**config.mk**
```make
export PLATFORM = sky130hd
export DESIGN_NAME = freq_word_gen_flat
export DESIGN_NICKNAME = d
export VERILOG_FILES = /design/src/rtl/freq_word_gen_if.sv /design/src/rtl/freq_word_gen.sv /design/src/flat_wrapper.sv
export SDC_FILE = /design/constraint.sdc
export NUM_CORES = 1
export LEC_CHECK = 0
export BUFFER_PORTS_ARGS = -buffer_cell sky130_fd_sc_hd__buf_2
export CAP_MARGIN = 20
export CELL_PAD_IN_SITES_DETAIL_PLACEMENT = 0
export CELL_PAD_IN_SITES_GLOBAL_PLACEMENT = 1
export CORE_AREA = 3 3 143 89
export CTS_BUF_LIST = sky130_fd_sc_hd__clkbuf_8
export DETAILED_ROUTE_END_ITERATION = 12
export DIE_AREA = 0 0 146 92
export PLACE_DENSITY = 0.63
export SYNTH_ARGS = -nofsm -noshare
export SYNTH_HDL_FRONTEND = slang
export SYNTH_SLANG_ARGS = --single-unit
```
**constraint.sdc**
```tcl
create_clock -name clk -period 4.45 [get_ports clk]
set_clock_uncertainty 0.15 [all_clocks]
set_input_delay 0 -clock clk [delete_from_list [all_inputs] [get_ports clk]]
set_output_delay 0 -clock clk [all_outputs]
set_load 0.02 [all_outputs]
```
**src/rtl/freq_word_gen_if.sv**
```systemverilog
// freq_word_gen_if
// Purpose : bundles the channel-request and register-word handshakes of
//           freq_word_gen so they can be passed around as a single port.
// Signals : ch_req_valid / ch_req_num / ch_req_ready -- channel request
//           word_data / word_valid / word_ready       -- word to SPI writer
// Handshake rule (both channels): a transfer happens on a rising edge where
// valid and ready are both 1. A source holding valid keeps its payload
// stable until that edge. The sink may drop or raise ready freely.
// Modports: slave  = freq_word_gen side (takes requests, sources words)
//           master = requester / word-consumer side
interface freq_word_gen_if #(
    parameter int CH_W = 6
) ();
    logic            ch_req_valid;
    logic [CH_W-1:0] ch_req_num;
    logic            ch_req_ready;
    logic [31:0]     word_data;
    logic            word_valid;
    logic            word_ready;

    modport slave (
        input  ch_req_valid, ch_req_num, word_ready,
        output ch_req_ready, word_data, word_valid
    );

    modport master (
        output ch_req_valid, ch_req_num, word_ready,
        input  ch_req_ready, word_data, word_valid
    );
endinterface

```
**src/rtl/freq_word_gen.sv**
```systemverilog
// freq_word_gen
// Purpose : turns a radio channel number into a 32-bit register word
//           {HI_PREFIX, frac_byte, LO_PREFIX, int_byte} for an SPI writer.
//           Channels come from manual requests or from automatic hopping
//           after a programmable dwell time in IDLE.
// Ports   : clk, rst      -- clock, synchronous active-high reset
//           bus (slave)   -- channel request and word handshakes
//           hop_en        -- enable automatic hopping
//           dwell_cycles  -- IDLE cycles between hops (0 behaves as 1)
//           cur_ch        -- channel of the last accepted request or hop
//           busy          -- state is not IDLE
//           ch_err        -- one-cycle pulse after an out-of-range request
//           state_dbg     -- raw FSM state for observation
module freq_word_gen #(
    parameter int         NUM_CH    = 32,
    parameter int         CH_W      = 6,
    parameter int         FRAC_W    = 4,
    parameter int         STEP_FRAC = 3,
    parameter logic [7:0] BASE_INT  = 8'h3C,
    parameter int         BASE_FRAC = 0,
    parameter logic [7:0] HI_PREFIX = 8'h0C,
    parameter logic [7:0] LO_PREFIX = 8'h0D,
    parameter int         DWELL_W   = 16
) (
    input  logic               clk,
    input  logic               rst,
    freq_word_gen_if.slave     bus,
    input  logic               hop_en,
    input  logic [DWELL_W-1:0] dwell_cycles,
    output logic [CH_W-1:0]    cur_ch,
    output logic               busy,
    output logic               ch_err,
    output logic [1:0]         state_dbg
);
    localparam logic [1:0] IDLE  = 2'd0;
    localparam logic [1:0] CALC1 = 2'd1;
    localparam logic [1:0] CALC2 = 2'd2;
    localparam logic [1:0] OUT   = 2'd3;

    // Lossless width for cur_ch*STEP_FRAC + BASE_FRAC (BASE_FRAC < 2^FRAC_W).
    localparam int STEP_W = $clog2(STEP_FRAC + 1);
    localparam int ACC_W  = CH_W + STEP_W + FRAC_W + 1;

    logic [1:0]         state;
    logic [ACC_W-1:0]   acc;
    logic [31:0]        word_data;
    logic               word_valid;
    logic [DWELL_W-1:0] dwell_cnt;
    logic [DWELL_W-1:0] dwell_target;
    logic               req_acc;
    logic               req_bad;
    logic               hop_evt;
    logic [CH_W-1:0]    next_ch;
    logic [7:0]         frac_byte;
    logic [7:0]         int_byte;

    assign bus.ch_req_ready = (state == IDLE);
    assign bus.word_data    = word_data;
    assign bus.word_valid   = word_valid;
    assign busy             = (state != IDLE);
    assign state_dbg        = state;

    assign req_acc = bus.ch_req_valid && (state == IDLE);
    // Extra bit so NUM_CH == 2^CH_W still compares correctly.
    assign req_bad = ({1'b0, bus.ch_req_num} >= (CH_W+1)'(NUM_CH));

    // A dwell of 0 is treated as 1, i.e. hop on the first IDLE cycle.
    assign dwell_target = (dwell_cycles == '0) ? '0 : dwell_cycles - 1'b1;
    assign hop_evt      = (state == IDLE) && hop_en && (dwell_cnt == dwell_target);
    assign next_ch      = (cur_ch == CH_W'(NUM_CH - 1)) ? '0 : cur_ch + 1'b1;

    // Fraction is left-aligned in its byte; integer part wraps mod 256.
    assign frac_byte = 8'(acc[FRAC_W-1:0]) << (8 - FRAC_W);
    assign int_byte  = BASE_INT + 8'(acc >> FRAC_W);

    always_ff @(posedge clk) begin
        if (rst) begin
            state      <= IDLE;
            cur_ch     <= '0;
            acc        <= '0;
            word_data  <= '0;
            word_valid <= 1'b0;
            ch_err     <= 1'b0;
            dwell_cnt  <= '0;
        end else begin
            ch_err <= 1'b0;
            case (state)
                IDLE: begin
                    // Manual request outranks a coincident hop event.
                    if (req_acc) begin
                        cur_ch    <= req_bad ? '0 : bus.ch_req_num;
                        ch_err    <= req_bad;
                        dwell_cnt <= '0;
                        state     <= CALC1;
                    end else if (hop_evt) begin
                        cur_ch    <= next_ch;
                        dwell_cnt <= '0;
                        state     <= CALC1;
                    end else if (hop_en) begin
                        dwell_cnt <= dwell_cnt + 1'b1;
                    end else begin
                        dwell_cnt <= '0;
                    end
                end
                CALC1: begin
                    acc   <= ACC_W'(cur_ch) * ACC_W'(STEP_FRAC) + ACC_W'(BASE_FRAC);
                    state <= CALC2;
                end
                CALC2: begin
                    word_data  <= {HI_PREFIX, frac_byte, LO_PREFIX, int_byte};
                    word_valid <= 1'b1;
                    state      <= OUT;
                end
                OUT: begin
                    if (bus.word_ready) begin
                        word_valid <= 1'b0;
                        state      <= IDLE;
                    end
                end
                default: state <= IDLE;
            endcase
        end
    end
endmodule
```
**src/flat_wrapper.sv**
```systemverilog
// flat-port wrapper written by rule: the top's interface ports become plain ports
module freq_word_gen_flat 
#(
    parameter int         NUM_CH    = 32,
    parameter int         CH_W      = 6,
    parameter int         FRAC_W    = 4,
    parameter int         STEP_FRAC = 3,
    parameter logic [7:0] BASE_INT  = 8'h3C,
    parameter int         BASE_FRAC = 0,
    parameter logic [7:0] HI_PREFIX = 8'h0C,
    parameter logic [7:0] LO_PREFIX = 8'h0D,
    parameter int         DWELL_W   = 16
)
  (clk, rst, hop_en, dwell_cycles, cur_ch, busy, ch_err, state_dbg, bus_ch_req_valid, bus_ch_req_num, bus_word_ready, bus_ch_req_ready, bus_word_data, bus_word_valid);
  freq_word_gen_if #(.CH_W(CH_W)) bus_i ();
  input  logic clk;
  input  logic rst;
  input  logic hop_en;
  input  logic [DWELL_W-1:0] dwell_cycles;
  output logic [CH_W-1:0] cur_ch;
  output logic busy;
  output logic ch_err;
  output logic [1:0] state_dbg;
  input wire logic [$bits(bus_i.ch_req_valid)-1:0] bus_ch_req_valid;
  input wire logic [$bits(bus_i.ch_req_num)-1:0] bus_ch_req_num;
  input wire logic [$bits(bus_i.word_ready)-1:0] bus_word_ready;
  output wire logic [$bits(bus_i.ch_req_ready)-1:0] bus_ch_req_ready;
  output wire logic [$bits(bus_i.word_data)-1:0] bus_word_data;
  output wire logic [$bits(bus_i.word_valid)-1:0] bus_word_valid;
  assign bus_i.ch_req_valid = bus_ch_req_valid;
  assign bus_i.ch_req_num = bus_ch_req_num;
  assign bus_i.word_ready = bus_word_ready;
  assign bus_ch_req_ready = bus_i.ch_req_ready;
  assign bus_word_data = bus_i.word_data;
  assign bus_word_valid = bus_i.word_valid;
  freq_word_gen #(.NUM_CH(NUM_CH), .CH_W(CH_W), .FRAC_W(FRAC_W), .STEP_FRAC(STEP_FRAC), .BASE_INT(BASE_INT), .BASE_FRAC(BASE_FRAC), .HI_PREFIX(HI_PREFIX), .LO_PREFIX(LO_PREFIX), .DWELL_W(DWELL_W)) u_core (.clk(clk), .rst(rst), .bus(bus_i), .hop_en(hop_en), .dwell_cycles(dwell_cycles), .cur_ch(cur_ch), .busy(busy), .ch_err(ch_err), .state_dbg(state_dbg));
endmodule
```
==> flow_metrics.py, run 1 <==
metrics = {
    "global_routing": {
        "grt_max_degree": 33,
        "grt_antenna_before_repair": 0,
        "grt_pass1_wl_um": 15300,
        "first_global_vias": 2840,
        "overall_routing_resource_usage_pct": 13.9,
        "grt_overflow_total": 0,
    },
    "floorplan": {
        "floorplan.core_area_mm2": 0.0114,
        "dieArea_mm2": 0.0134,
        "dieWidth_um": 146,
        "placement_rows": 30,
        "start_util_pct": 30.3,
        "floorplan.io_pins": 71,
        "die_y_um": 92,
    },
    "clock_tree": {
        "clock_tree_from_tritoncts": "yes",
        "clock_path_buffers": 2,
        "clkSlewWorstSetupHoldPaths_ns": 0.08,
        "ctsRootBufferMaster": "sky130_fd_sc_hd__clkbuf_8",
        "cts_buffers": 5,
        "worstSkewPairLatency_ns": 0.31,
        "cts.sink_count": 45,
        "cts-htree-levels": 2,
    },
    "final_layout": {
        "stdcell_area_mm2": 0.00390,
        "final_cell_mix": "sky130_fd_sc_hd__buf_2 (54), sky130_fd_sc_hd__dfxtp_1 (45), sky130_fd_sc_hd__nor2_1 (35)",
        "final_core_util_pct": 34.3,
        "final_common_cell": "sky130_fd_sc_hd__buf_2",
        "design.final.nets": 508,
        "areaGrowthSynthToFinish_pct": 13.4,
        "layout-drive-gt1-share_pct": 15.7,
        "finalNonFillerCells": 626,
        "antenna_cells_inserted": 0,
    },
    "synthesis": {
        "synth-async-reset-ratio_pct": 0,
        "post_synth_inst_count": 429,
        "syn_avg_cell_area_um2": 8.02,
        "syn_area_mm2": 0.00344,
        "count_of_flip_flops_with_a_built_in_enable_after_synthesis": 0,
        "seq_area_frac_synth_pct": 26.2,
        "synth_flop_cell": "sky130_fd_sc_hd__dfxtp_1",
        "netlist-cell-type-count": 66,
        "synth.yosys.warnings": 0,
        "number_of_register_bits_inferred_by_synthesis": 45,
    },
    "sta": {
        "grt_setup_unrepaired": "no",
        "maxSlewViolCount": 0,
        "fin_crit_sh_pct": 80.5,
        "finalWorstPathRequiredPeriod_ns": 3.58,
        "hold_viol_final": 0,
        "fmax_mhz": 279,
        "worst_slew_pin_slew_ns": 0.951,
        "setup_tns_ns": 0,
        "final.hold.worst_slack_ns": 0.0213,
        "finalSetupViolations": 0,
        "timing.final.ws_setup_ns": 0.869,
        "worst_max_slew_margin_expressed_relative_to_the_limit_pct": 36.4,
    },
    "place": {
        "placed_cells": 610,
        "globalplace.congestion": 0.841,
        "dp_slack_ns": 0.566,
        "port_buffers": 54,
        "placed_area_mm2": 0.00371,
        "place.detailed.hpwl_um": 7200,
    },
    "flow_run": {
        "max_cap_viols": 0,
    },
    "route": {
        "vias_per_cell": 5.12,
        "route.vias.total": 3208,
        "route.final.wire_length_um": 9400,
        "ant_nets": 0,
        "detail_route.wl_per_cell_um": 15.0,
        "drt_first_pass_iters": 5,
        "initialDrtViolationCount": 266,
        "drt_drc_violations_left": 0,
    },
    "setup_path": {
        "worstPathCellList": "buf_2, inv_1, ha_1, or4b_1, or4_1, o22ai_1, nand2_1, a2111oi_2, nand4_1, buf_4, a222oi_1, a311oi_1",
        "critPathLaunchType": "input pin",
        "critical_path.startpoint": "dwell_cycles[0]",
        "timing.critical_path.max_delay_family": "simple AND/OR/NAND/NOR gates",
        "crit_required_ns": 4.47,
        "critical_path_arrival_ns": 3.60,
        "worst-path-stages": 12,
        "worstReg2RegEnd": "u_core.cur_ch[1]",
        "reg2regPathDepth": 9,
        "cp-endpoint": "u_core.cur_ch[1]",
        "timing.critical_path.fanout_max": 32,
        "timing.rr.start": "u_core.dwell_cnt[5]",
        "timing_worst_setup_path_type": "input pin to flop",
        "worstSetupEndpointType": "flop",
        "cp_slowest_cell": "sky130_fd_sc_hd__or4b_1",
        "crit_buf_inv": 3,
        "ff2ff_setup_slack_ns": 1.27,
        "timing.critical_path.slowest_cell_delay_ns": 0.61,
    },
    "run_status": {
        "status": "complete, no violations",
    },
    "power_and_ir_drop": {
        "total_power_mw": 1.33,
        "peakVddDrop_uv": 131,
        "cellPowerDensity_mw_per_mm2": 340,
        "p_leak_nw": 1.54,
    },
    "worst_hold_path": {
        "min_path_type": "input pin to flop",
    },
}
worst min path at each step:
stage	slack, ns	to	startpoint	cells past startpoint
6_report	0.02	u_core.dwell_cnt[13]	hop_en	4
5_1_grt	0.05	u_core.bus.word_data[11]	rst	2
4_1_cts	0.02	u_core.dwell_cnt[13]	hop_en	4
3_5_place_dp	0.13	u_core.ch_err	bus_ch_req_num[5]	2
3_3_place_gp	0.12	u_core.cur_ch[0]	bus_ch_req_num[0]	3
2_1_floorplan	-0.004	u_core.ch_err	bus_ch_req_num[5]	1
routing by layer:
metal / track usage [%] / up-vias / share of wire [%]
met4: 2.82 / 0 / 0.79
met3: 3.60 / 7 / 7.1
met5: 0 / - / 0
li1: - / 1611 / -
met1: 21.7 / 1491 / 53
met2: 19.0 / 99 / 39
power breakdown:
part	switching [mW]	internal (mW)
clock network	0.149	0.181
logic	0.314	0.187
registers	0.0455	0.452
state kept, by name, indices dropped and copies added, names as in the netlist:
register               cells
u_core.dwell_cnt          16
u_core.ch_err              1
u_core.bus.word_data      11
u_core.cur_ch              6
u_core.state_dbg           2
u_core.acc                 8
u_core.bus.word_valid      1
repair_timing:
action / in CTS / in global routing
setup buffers: 0 / 0
endpoints found under the hold margin: 10 / 0
gates resized for setup: 0 / 0
hold buffers: 8 / 0
worst register-to-register path, cell delays in order, from the launching register on:
cell and delay [ns]:
sky130_fd_sc_hd__dfxtp_1 0.60, sky130_fd_sc_hd__nand2b_1 0.16, sky130_fd_sc_hd__a21boi_0 0.07, sky130_fd_sc_hd__nor3_1 0.26, sky130_fd_sc_hd__nand2_1 0.13, sky130_fd_sc_hd__a2111oi_2 0.43, sky130_fd_sc_hd__nand4_1 0.38, sky130_fd_sc_hd__buf_4 0.38
sky130_fd_sc_hd__a222oi_1 0.40, sky130_fd_sc_hd__a311oi_1 0.09
cell usage after synthesis (3+ instances only):
| cell type | count | share of area, % |
|---|---|---|
| sky130_fd_sc_hd__dfxtp_1 | 45 | 26 |
| sky130_fd_sc_hd__nor2_1 | 35 | 3.8 |
| sky130_fd_sc_hd__nand3_1 | 28 | 4.1 |
| sky130_fd_sc_hd__nand2_1 | 25 | 2.7 |
| sky130_fd_sc_hd__clkbuf_1 | 23 | 2.5 |
| sky130_fd_sc_hd__inv_1 | 22 | 2.4 |
| sky130_fd_sc_hd__mux2i_1 | 22 | 6.4 |
| sky130_fd_sc_hd__buf_4 | 21 | 4.6 |
| sky130_fd_sc_hd__a31oi_1 | 16 | 2.9 |
| sky130_fd_sc_hd__ha_1 | 15 | 5.5 |
| sky130_fd_sc_hd__and3_1 | 11 | 2.0 |
| sky130_fd_sc_hd__o21ai_0 | 11 | 1.6 |
| sky130_fd_sc_hd__or3_1 | 11 | 2.0 |
| sky130_fd_sc_hd__a211oi_1 | 10 | 2.2 |
| sky130_fd_sc_hd__a21oi_1 | 9 | 1.3 |
| sky130_fd_sc_hd__nor2b_1 | 9 | 1.6 |
| sky130_fd_sc_hd__xor2_1 | 9 | 2.3 |
| sky130_fd_sc_hd__nand4_1 | 7 | 1.3 |
| sky130_fd_sc_hd__nor4_1 | 7 | 1.3 |
| sky130_fd_sc_hd__xnor2_1 | 7 | 1.8 |
| sky130_fd_sc_hd__nor3_1 | 6 | 0.87 |
| sky130_fd_sc_hd__or4_1 | 6 | 1.3 |
| sky130_fd_sc_hd__nand3b_1 | 5 | 1.1 |
| sky130_fd_sc_hd__a211o_1 | 4 | 1.0 |
| sky130_fd_sc_hd__nand2b_1 | 4 | 0.73 |
| sky130_fd_sc_hd__a222oi_1 | 3 | 0.87 |
| sky130_fd_sc_hd__buf_1 | 3 | 0.33 |
| sky130_fd_sc_hd__buf_2 | 3 | 0.44 |
| sky130_fd_sc_hd__nor3b_1 | 3 | 0.65 |
cell type report:
class / count / area, um2
fill: 1195 / 7470
multi-input combinational: 325 / 2220
sequential: 45 / 901
timing repair buffer: 66 / 380
tap: 160 / 200
clock buffer: 6 / 82.6
inverter: 22 / 82.6
clock inverter: 2 / 33.8
cells by family after synthesis:
logic type / Yosys count / synth area share [%]
buffers and inverters: 74 / 10.9
muxes: 23 / 6.72
and+or+nand+nor: 170 / 27.1
xor gates and xnor gates: 18 / 5.38
other: 1 / 0.109
AOI/OAI and AO/OA: 82 / 17.6
DFF: 45 / 26.2
adders and majority gates: 16 / 6.03
No activity file was read; power rests on OpenSTA's default activity.
==> run 2: changes to the inputs <==
==> constraint.sdc (replaced) <==
create_clock -name clk -period 3.3 [get_ports clk]
set_clock_uncertainty 0.15 [all_clocks]
set_input_delay 0 -clock clk [delete_from_list [all_inputs] [get_ports clk]]
set_output_delay 0 -clock clk [all_outputs]
set_load 0.02 [all_outputs]
==> flow_metrics.py, run 2 (synthesis results as in run 1) <==
metrics = {
    "global_routing": {
        "grt_overflow_total": 0,
        "grt_max_degree": 32,
        "overall_routing_resource_usage_pct": 14.4,
        "grt_busiest_layer": "met1",
        "met1_usage_pct": 23.0,
        "grt_pass1_wl_um": 16000,
        "first_global_vias": 3027,
        "groute.layer.met2.usage_pct": 19.6,
        "groute.layer.met3.usage_pct": 2.72,
        "grt_antenna_before_repair": 0,
    },
    "setup_path": {
        "timing.rr.start": "u_core.dwell_cnt[1]",
        "cp_slowest_cell": "sky130_fd_sc_hd__or4_1",
        "critical_path_arrival_ns": 3.16,
        "worstReg2RegEnd": "u_core.cur_ch[5]",
        "crit_required_ns": 3.37,
        "worstSetupEndpointType": "flop",
        "worstPathCellList": "buf_2, inv_1, ha_1, or4b_4, or4_1, o22ai_1, nand2_1, a2111oi_2, nand4_1, buf_4, or4_1, a211oi_1",
        "timing.critical_path.fanout_max": 7,
        "critPathLaunchType": "input pin",
        "timing.critical_path.slowest_cell_delay_ns": 0.55,
        "reg2regPathDepth": 9,
        "timing_worst_setup_path_type": "input pin to flop",
        "ff2ff_setup_slack_ns": 0.31,
        "timing.critical_path.max_delay_family": "simple AND/OR/NAND/NOR gates",
        "crit_buf_inv": 3,
        "crit_top_cell": "sky130_fd_sc_hd__or4_1",
    },
    "floorplan": {
        "dieArea_mm2": 0.0134,
        "placement_rows": 30,
        "start_util_pct": 30.3,
        "floorplan.io_pins": 71,
        "floorplan.core_area_mm2": 0.0114,
        "die_y_um": 92,
        "dieWidth_um": 146,
    },
    "final_layout": {
        "final_core_util_pct": 35.9,
        "number_of_flip_flops_in_the_largest_register": 16,
        "stdcell_area_mm2": 0.00408,
        "top_regs": "u_core.dwell_cnt: 16 flops, u_core.bus.word_data: 11 flops, u_core.acc: 8 flops",
        "top_register": "u_core.dwell_cnt",
        "antenna_cells_inserted": 0,
        "final.fill_count": 1193,
        "area_of_combinational_cells_with_multiple_inputs_mm2": 0.00223,
        "areaGrowthSynthToFinish_pct": 18.5,
        "final_common_cell": "sky130_fd_sc_hd__buf_2",
        "final_cell_mix": "sky130_fd_sc_hd__buf_2 (54), sky130_fd_sc_hd__dfxtp_1 (45), sky130_fd_sc_hd__nor2_1 (35)",
        "design.final.nets": 532,
        "layout-drive-gt1-share_pct": 20.2,
        "register_area_um2": 901,
    },
    "clock_tree": {
        "cts_buffers": 5,
        "ctsRootBufferMaster": "sky130_fd_sc_hd__clkbuf_8",
        "clock_path_buffers": 2,
        "cts.sink_count": 45,
        "clock_tree_from_tritoncts": "yes",
        "cts-htree-levels": 2,
        "worstSkewPairLatency_ns": 0.31,
        "clkSlewWorstSetupHoldPaths_ns": 0.08,
    },
    "route": {
        "drt_first_pass_iters": 5,
        "initialDrtViolationCount": 384,
        "route.final.wire_length_um": 9790,
        "ant_nets": 0,
        "vias_per_cell": 5.06,
        "detail_route.wl_per_cell_um": 15.1,
        "drt_drc_violations_left": 0,
        "route.vias.total": 3290,
    },
    "worst_hold_path": {
        "timing.hold.worst.start": "rst",
        "min_path_type": "input pin to flop",
        "min_path_cells": 2,
        "timing.hold.worst_endpoint": "u_core.bus.word_data[11]",
    },
    "place": {
        "port_buffers": 54,
        "placed_area_mm2": 0.00388,
        "globalplace.congestion": 0.878,
        "place.detailed.hpwl_um": 7640,
    },
    "sta": {
        "worst_max_slew_margin_expressed_relative_to_the_limit_pct": 34.5,
        "final.hold.worst_slack_ns": 0.0298,
        "hold_viol_final": 0,
        "finalSetupViolations": 0,
        "worst_slew_pin_slew_ns": 0.979,
        "finalWorstPathRequiredPeriod_ns": 3.09,
        "fin_crit_sh_pct": 93.5,
        "setup_tns_ns": 0,
        "maxSlewViolCount": 0,
        "fmax_mhz": 324,
        "grt_setup_unrepaired": "no",
    },
    "flow_run": {
        "max_cap_viols": 0,
    },
    "power_and_ir_drop": {
        "total_power_mw": 1.77,
        "peakVddDrop_uv": 176,
        "p_leak_nw": 1.64,
        "cellPowerDensity_mw_per_mm2": 433,
    },
    "run_status": {
        "status": "complete, no violations",
    },
}
run 2: cell types whose count changed in the layout (fill, tap and decap cells not counted), sizes merged:
cell and delta:
buf +23, bufinv -1, clkbuf +1, clkinv +1, dlygate4sd3 +1, inv -1
run 2: where the power goes:
part	switching (mW)	leakage, nW	internal, mW
combinational	0.436	1.22	0.275
clock	0.195	0.0542	0.190
sequential	0.0611	0.365	0.610
run 2: worst max path at each step:
stage                       endpoint  slack, ns  depth (start not counted)       startpoint
finish              u_core.cur_ch[5]       0.21                         12  dwell_cycles[0]
floorplan           u_core.cur_ch[5]       0.10                         12  dwell_cycles[0]
global route        u_core.cur_ch[5]       0.06                         12  dwell_cycles[0]
CTS                 u_core.cur_ch[5]       0.18                         12  dwell_cycles[0]
detailed placement  u_core.cur_ch[5]      -0.12                         12  dwell_cycles[0]
global placement    u_core.cur_ch[5]      -0.03                         12  dwell_cycles[0]
run 2: layer usage:
layer / up-vias / share of wire (%)
met4: 0 / 0.96
li1: 1648 / -
met1: 1543 / 54
met5: - / 0
met2: 89 / 39
met3: 10 / 5.9
run 2: through the flow:
step,setup slack (ns),instances
2_1_floorplan,0.100,444
3_3_place_gp,-0.0264,633
3_5_place_dp,-0.122,633
4_1_cts,0.179,650
5_1_grt,0.0649,650
6_report,0.215,650
run 2: layout make-up:
class / instances / area share (%)
inverters: 22 / 2.02
flip-flops and latches: 45 / 22.1
repair buffers: 90 / 13.8
well taps: 160 / 4.91
multi-input cells: 325 / 54.7
clock inverters: 1 / 0.123
clock buffers: 7 / 2.36
run 2: timing repair:
item	4_1_cts	5_1_grt
hold buffers	9	0
gates resized for setup	0	2
setup buffers	0	0
setup endpoints to repair	0	2
hold endpoints to repair	10	0
